[src/rtl/dp_pkg.sv]
// dp_pkg: shared datapath constants for immediate extension modes and skid occupancy
package dp_pkg;
  localparam logic [1:0] EXT_ZERO      = 2'd0;
  localparam logic [1:0] EXT_SIGN      = 2'd1;
  localparam logic [1:0] EXT_SIGN_SHL1 = 2'd2;
  localparam logic [1:0] EXT_UPPER     = 2'd3;
  typedef enum logic [1:0] {OCC_EMPTY, OCC_ONE, OCC_FULL} occ_e;
endpackage

[src/rtl/imm_extend_core.sv]
// imm_extend_core: combinational immediate extension mode mux
module imm_extend_core
  import dp_pkg::*;
#(
  parameter int IN_W  = 8,
  parameter int OUT_W = 16
) (
  input  logic [IN_W-1:0]  ext_in,
  input  logic [1:0]       mode,
  output logic [OUT_W-1:0] ext_out
);
  logic [OUT_W-1:0] zx, sx, up;
  assign zx = {{(OUT_W-IN_W){1'b0}}, ext_in};
  assign sx = {{(OUT_W-IN_W){ext_in[IN_W-1]}}, ext_in};
  assign up = {ext_in, {(OUT_W-IN_W){1'b0}}};
  always_comb
    ext_out = mode == EXT_ZERO      ? zx :
              mode == EXT_SIGN      ? sx :
              mode == EXT_SIGN_SHL1 ? {sx[OUT_W-2:0], 1'b0} : up;
endmodule

[src/rtl/imm_extend_unit.sv]
// imm_extend_unit: pipelined immediate extender with valid/ready and a 2-entry skid buffer
module imm_extend_unit
  import dp_pkg::*;
#(
  parameter int IN_W  = 8,
  parameter int OUT_W = 16
) (
  input  logic             clk,
  input  logic             rst_n,
  input  logic             in_valid,
  output logic             in_ready,
  input  logic [IN_W-1:0]  ext_in,
  input  logic [1:0]       mode,
  output logic             out_valid,
  input  logic             out_ready,
  output logic [OUT_W-1:0] extend_out,
  output logic [1:0]       out_mode
);
  if (IN_W < 2 || IN_W > 32) begin : g_bad_in_w
    $error("imm_extend_unit: IN_W must be in 2..32");
  end
  if (OUT_W < IN_W + 1) begin : g_bad_out_w
    $error("imm_extend_unit: OUT_W must be at least IN_W+1");
  end
  occ_e             state_q, state_d;
  logic [OUT_W-1:0] ext_val, main_q, main_d, skid_q, skid_d;
  logic [1:0]       main_m_q, main_m_d, skid_m_q, skid_m_d;
  logic             accept, drain;
  imm_extend_core #(.IN_W(IN_W), .OUT_W(OUT_W)) u_core (
    .ext_in (ext_in),
    .mode   (mode),
    .ext_out(ext_val)
  );
  assign in_ready   = state_q != OCC_FULL;
  assign out_valid  = state_q != OCC_EMPTY;
  assign extend_out = main_q;
  assign out_mode   = main_m_q;
  assign accept     = in_valid & in_ready;
  assign drain      = out_valid & out_ready;
  always_comb begin
    state_d  = state_q;
    main_d   = main_q;
    main_m_d = main_m_q;
    skid_d   = skid_q;
    skid_m_d = skid_m_q;
    unique case (state_q)
      OCC_EMPTY: if (accept) begin
        main_d   = ext_val;
        main_m_d = mode;
        state_d  = OCC_ONE;
      end
      OCC_ONE: if (accept && !drain) begin
        skid_d   = ext_val;
        skid_m_d = mode;
        state_d  = OCC_FULL;
      end else if (accept) begin
        main_d   = ext_val;
        main_m_d = mode;
      end else if (drain) begin
        state_d  = OCC_EMPTY;
      end
      OCC_FULL: if (drain) begin
        main_d   = skid_q;
        main_m_d = skid_m_q;
        state_d  = OCC_ONE;
      end
      default: state_d = OCC_EMPTY;
    endcase
  end
  always_ff @(posedge clk or negedge rst_n)
    if (!rst_n) begin
      state_q  <= OCC_EMPTY;
      main_q   <= '0;
      main_m_q <= '0;
      skid_q   <= '0;
      skid_m_q <= '0;
    end else begin
      state_q  <= state_d;
      main_q   <= main_d;
      main_m_q <= main_m_d;
      skid_q   <= skid_d;
      skid_m_q <= skid_m_d;
    end
endmodule

[config.mk]
export PLATFORM = sky130hd
export DESIGN_NAME = imm_extend_unit
export DESIGN_NICKNAME = d
export VERILOG_FILES = /design/src/rtl/dp_pkg.sv /design/src/rtl/imm_extend_core.sv /design/src/rtl/imm_extend_unit.sv
export SDC_FILE = /design/constraint.sdc
export NUM_CORES = 1
export LEC_CHECK = 0
export CAP_MARGIN = 10
export CORE_MARGIN = 2
export CORE_UTILIZATION = 56
export DETAILED_ROUTE_END_ITERATION = 8
export GPL_TIMING_DRIVEN = 0
export PLACE_DENSITY = 0.84
export SYNTH_ARGS = -nofsm -noshare
export SYNTH_HDL_FRONTEND = slang
export SYNTH_SLANG_ARGS = --single-unit
[constraint.sdc]
create_clock -name clk -period 2 [get_ports clk]
set_input_delay 0.5 -clock clk [delete_from_list [all_inputs] [get_ports clk]]
set_output_delay 0.5 -clock clk [all_outputs]
set_load 0.01 [all_outputs]
==> flow_metrics.py, run 1 <==
metrics = {
    "status": {
        "status": "finished clean",
    },
    "synthesis": {
        "syn_avg_cell_area_um2": 10.6,
        "netlist_area_mm2": 0.00193,
        "syn_nets": 197,
        "synth.top_cell.area_share": 0.492,
        "synth-seq-cells": 38,
        "synthArstFlopShare": 1.00,
        "ys_seq_area_frac": 0.492,
        "synth_edf_count": 0,
        "synth_top_area_cell": "dfrtp_1",
        "synth_cell_type_count": 31,
        "synthTopCellsByArea": "dfrtp_1 (49%), mux2_1 (4.7%), a31oi_1 (4.5%)",
        "synth-main-ff-cell": "dfrtp_1",
        "synthCells": 183,
        "yosys_warnings": 0,
    },
    "route": {
        "routed_wl_um": 4740,
        "num_vias": 1652,
        "drt-pass1-iter-count": 4,
        "drtIter0Drc": 132,
        "wl_per_cell_um": 17.3,
        "vias_per_cell": 6.05,
        "ant_nets": 0,
        "drc": 0,
    },
    "timing": {
        "skew_ns": 0.00771,
        "period_share": 0.954,
        "fin_crit_ns": 1.91,
        "rsz0062_at_grt": "no",
        "tns_ns": 0,
        "drv_slew": 0,
        "finalWorstSetupSlack_ns": 0.0920,
        "relSlewSlack": 0.440,
        "finalSetupViolCount": 0,
        "tightest_slew_ns": 0.840,
        "hold_violations": 0,
        "max_clock_freq_mhz": 524,
    },
    "cells_and_area": {
        "final_common_cell": "dfrtp_1",
        "fin_nets": 242,
        "drive_above_1_share": 0.159,
        "diodes": 0,
        "syn2layout_area_growth_pct": 25.6,
        "layout_common_cells": "dfrtp_1 (38), clkdlybuf4s50_1 (29), nand2_1 (18), a31oi_1 (14), o21ai_0 (11)",
    },
    "clock_tree": {
        "numCtsBuffers": 5,
        "cts_tree": "yes",
        "clk_latency_ns": 0.34,
        "cts_root_buf": "clkbuf_4",
        "clk_pin_slew_ns": 0.10,
        "cts_hold_buffers": 0,
        "cts_max_level": 2,
        "cts_sinks": 38,
        "cts_buffer_depth": 2,
    },
    "placement": {
        "portBuffers": 32,
        "gp_congestion": 0.785,
        "preCtsSetupSlack_ns": -0.173,
        "dp_hpwl_um": 3170,
    },
    "critical_path": {
        "endpoint_kind": "primary output",
        "crit_arrival_ns": 1.41,
        "crit_fanout": 10,
        "critPathLaunchType": "flip-flop",
        "cp.required_ns": 1.50,
        "crit_type": "flip-flop to primary output",
    },
    "floorplan": {
        "die_h_um": 62.7,
        "die-area_mm2": 0.00394,
        "boundaryPins": 34,
        "rows": 21,
        "start_util": 0.579,
        "core_area_mm2": 0.00334,
        "die_x_um": 62.7,
    },
    "run": {
        "drv_cap": 0,
    },
    "pwr": {
        "ir_drop_uv": 550,
        "power_density_mw_per_mm2": 1070,
        "cellLeakagePower_nw": 1.04,
    },
    "global_routing": {
        "antenna_found_initial": 0,
        "overflow": 0,
        "grt_max_degree": 39,
        "first_global_vias": 1667,
        "track_usage": 0.251,
        "grt_first_pass_wirelength_um": 7680,
    },
    "min_path": {
        "min_path_type": "input port to async pin",
    },
}
[Yosys cell counts (all sizes together) (2+ instances only)]
master / number
a22oi: 7
nand2b: 9
nor2b: 2
nor4b: 7
mux2: 14
inv: 8
dfrtp: 38
nand2: 18
mux2i: 2
a31oi: 14
nor3b: 7
nor2: 8
clkbuf: 6
buf: 9
o21ai: 12
nand3b: 8
a221oi: 7
[kinds of logic (layout without fill, tap and decap cells)]
kind of cell | Yosys count | in the layout | share of synthesized area
buf+inv | 23 | 67 | 0.0602
xor+xnor | 1 | 1 | 0.00842
compound gates | 42 | 42 | 0.145
simple gates | 63 | 63 | 0.202
flops | 38 | 38 | 0.492
mux | 16 | 16 | 0.0920
[worst max-delay path, stage by stage (launching register included)]
cell      delay (ns)
dfrtp_1         0.41
buf_6           0.14
clkbuf_8        0.15
or2_4           0.25
buf_6           0.12
[worst paths after layout]
kind	startpoint	to	slack [ns]	depth (start not counted)
max	state_q[1]	out_valid	0.09	4
min	rst_n	skid_q[8]	0.25	1
max reg2reg	state_q[0]	extend_out[15]	0.32	5
min reg2reg	skid_q[14]	skid_q[14]	0.50	2
max in group asynchronous	rst_n	extend_out[15]	1.22	1
min in group clk	skid_q[14]	skid_q[14]	0.50	2
[per-stage QoR]
stage | cell area, um^2 | util | hold slack [ns] | cells | power (mW)
6_report | 2430 | 0.727 | 0.253 | 273 | 2.60
5_1_grt | 2430 | 0.727 | 0.310 | 273 | 2.76
4_1_cts | 2400 | 0.718 | 0.275 | 270 | 2.59
3_5_place_dp | 2300 | 0.691 | 0.473 | 261 | 2.17
3_3_place_gp | 2310 | 0.692 | 0.452 | 261 | 2.11
2_1_floorplan | 1930 | - | 0.204 | 183 | 1.70
[what timing repair did]
action                                  CTS  global route
buffers inserted                          4             3
hold endpoints to repair                  0             0
endpoints found under the setup margin    2             2
gates resized for setup                  12             2
[sequential cells by signal, indices dropped and copies added (netlist names)]
name / flops
out_mode: 2
skid_m_q: 2
extend_out: 16
state_q: 2
skid_q: 16
[cell type report]
cell class	count	area [um^2]
inverters	8	30.0
plain buffers	14	103
clock buffers	6	51.3
fillers	259	910
well taps	46	57.6
flip-flops and latches	38	951
multi-input cells	122	867
repair buffers	39	368
[where the power goes]
part | internal (mW) | total, mW | switching (mW)
clock network | 0.159 | 0.393 | 0.235
registers | 1.05 | 1.20 | 0.154
logic | 0.554 | 1.01 | 0.456
total | 1.76 | 2.60 | 0.845
[metal layers]
layer,wire length (um),GRT usage
met1,1930,0.315
met2,2440,0.410
met3,259,0.0631
met4,111,0.117
met5,0,0
No activity file was read; power rests on OpenSTA's default activity.
==> run 2, diff against run 1 <==
--- a/config.mk
+++ b/config.mk
@@ -7,10 +7,10 @@
 export LEC_CHECK = 0
 export CAP_MARGIN = 10
 export CORE_MARGIN = 2
-export CORE_UTILIZATION = 56
+export CORE_UTILIZATION = 52
 export DETAILED_ROUTE_END_ITERATION = 8
 export GPL_TIMING_DRIVEN = 0
-export PLACE_DENSITY = 0.84
+export PLACE_DENSITY = 0.79
 export SYNTH_ARGS = -nofsm -noshare
 export SYNTH_HDL_FRONTEND = slang
 export SYNTH_SLANG_ARGS = --single-unit
==> constraint.sdc (replaced) <==
create_clock -name clk -period 1.8 [get_ports clk]
set_input_delay 0.45 -clock clk [delete_from_list [all_inputs] [get_ports clk]]
set_output_delay 0.45 -clock clk [all_outputs]
set_load 0.01 [all_outputs]
==> run 2 against run 1 <==
Compared with the run above: critical path depth stayed put; critical path type unchanged; register-to-register slack worse by 0.12 ns; worst hold slack better by 0.0035 ns; cell count is 0.37% higher; design area is 1.9% higher; power is 16% higher; highest routed layer unchanged; largest cell class unchanged; utilization is 4.1 points lower; worst setup slack worse by 0.035 ns; clock skew is 0.0028 ns lower.
==> flow_metrics.py, run 2 (same netlist as run 1, synthesis figures left out) <==
metrics = {
    "clock_tree": {
        "cts_sinks": 38,
        "numCtsBuffers": 5,
        "cts_hold_buffers": 0,
        "cts_root_buf": "clkbuf_8",
        "clk_pin_slew_ns": 0.07,
        "clk_latency_ns": 0.29,
        "cts_max_level": 2,
        "cts_buffer_depth": 2,
        "cts_tree": "yes",
    },
    "run": {
        "drv_cap": 0,
    },
    "timing": {
        "relSlewSlack": 0.425,
        "finalSetupViolCount": 0,
        "hold_slack_ns": 0.257,
        "fin_crit_ns": 1.74,
        "drv_slew": 0,
        "tightest_slew_ns": 0.862,
        "tns_ns": 0,
        "finalWorstSetupSlack_ns": 0.0565,
        "hold_violations": 0,
        "rsz0062_at_grt": "no",
        "skew_ns": 0.00491,
        "period_share": 0.969,
        "max_clock_freq_mhz": 574,
    },
    "route": {
        "wl_per_cell_um": 16.4,
        "ant_nets": 0,
        "num_vias": 1587,
        "drc": 0,
        "routed_wl_um": 4510,
        "vias_per_cell": 5.79,
        "drtIter0Drc": 98,
        "drt-pass1-iter-count": 4,
    },
    "pwr": {
        "ir_drop_uv": 671,
        "cellLeakagePower_nw": 1.07,
        "power_density_mw_per_mm2": 1230,
        "finalPower_mw": 3.03,
    },
    "critical_path": {
        "critPathTopFamily": "flip-flops",
        "cpMostUsedCell": "buf_6",
        "crit_type": "flip-flop to primary output",
        "crit_slowest_cell": "dfrtp_1",
        "endpoint_kind": "primary output",
        "cp.required_ns": 1.35,
        "crit_chain": "buf_6 -> clkbuf_8 -> or2_4 -> buf_6",
        "crit_buf_inv": 3,
        "crit_fanout": 5,
        "critPathLaunchType": "flip-flop",
        "max_stage_delay_ns": 0.40,
        "crit_arrival_ns": 1.29,
    },
    "cells_and_area": {
        "layout_common_cells": "dfrtp_1 (37), clkdlybuf4s50_1 (28), nand2_1 (18), a31oi_1 (14), o21ai_0 (11)",
        "syn2layout_area_growth_pct": 28.0,
        "final_common_cell": "dfrtp_1",
        "diodes": 0,
        "fin_nets": 239,
        "num-fill-cells": 292,
        "drive_above_1_share": 0.164,
    },
    "global_routing": {
        "grt_max_degree": 39,
        "overflow": 0,
        "grt_first_pass_wirelength_um": 7530,
        "first_global_vias": 1580,
        "track_usage": 0.238,
        "antenna_found_initial": 0,
    },
    "placement": {
        "preCtsSetupSlack_ns": -0.314,
        "portBuffers": 32,
        "gp_congestion": 0.823,
        "dp_hpwl_um": 3130,
    },
    "floorplan": {
        "die_x_um": 65.0,
        "start_util": 0.536,
        "die-area_mm2": 0.00422,
        "rows": 22,
        "core_area_mm2": 0.00361,
        "boundaryPins": 34,
        "die_h_um": 65.0,
    },
    "status": {
        "status": "finished clean",
    },
    "min_path": {
        "min_path_type": "input port to async pin",
    },
}
## run 2: repair_timing
action,in CTS,in global routing
gates resized for setup,16,5
pin swaps,0,1
setup buffers,6,0
gates cloned,0,0
setup endpoints to repair,9,17
## run 2: worst reg2reg max path, delay by kind of cell (launching register included)
kind,cells,cell delay (ns)
flops,1,0.46
mux,1,0.34
buf+inv,2,0.33
compound gates,1,0.19
simple gates,1,0.17
## run 2: where the power goes
group	switching [mW]	internal, mW	total [mW]
sequential	0.172	1.17	1.34
clock	0.290	0.309	0.599
combinational	0.483	0.611	1.09
## run 2: cell type report
| class | count | area, um^2 | share of cell area |
|---|---|---|---|
| Sequential cell | 38 | 952 | 0.385 |
| Multi-Input combinational cell | 122 | 887 | 0.359 |
| Timing Repair Buffer | 38 | 364 | 0.147 |
| Buffer | 12 | 88.8 | 0.0359 |
| Clock buffer | 7 | 86.3 | 0.0349 |
| Tap cell | 48 | 60.1 | 0.0243 |
| Inverter | 8 | 30.0 | 0.0121 |
| Clock inverter | 1 | 5.00 | 0.00202 |
## run 2: per-layer routing
| metal | track usage | wire length [um] |
|---|---|---|
| met1 | 0.309 | 1950 |
| met3 | 0.0538 | 235 |
| met4 | 0.0931 | 58 |
| met5 | 0 | 0 |
| met2 | 0.387 | 2260 |
## run 2: metrics by stage
stage,instance area (um^2),cells,utilization
global placement,2310,263,0.641
floorplan,1930,183,-
CTS,2470,276,0.686
detailed placement,2310,263,0.640
global route,2470,274,0.686
finish,2470,274,0.686
## run 2: final timing paths
kind | start | to | slack, ns | cells after the start
max | state_q[1] | out_valid | 0.06 | 4
min | rst_n | extend_out[4] | 0.26 | 1
max reg2reg | state_q[0] | extend_out[15] | 0.20 | 5
min reg2reg | skid_q[0] | skid_q[0] | 0.48 | 2
max in group asynchronous | rst_n | state_q[0] | 0.94 | 1
min in group clk | skid_q[0] | skid_q[0] | 0.48 | 2
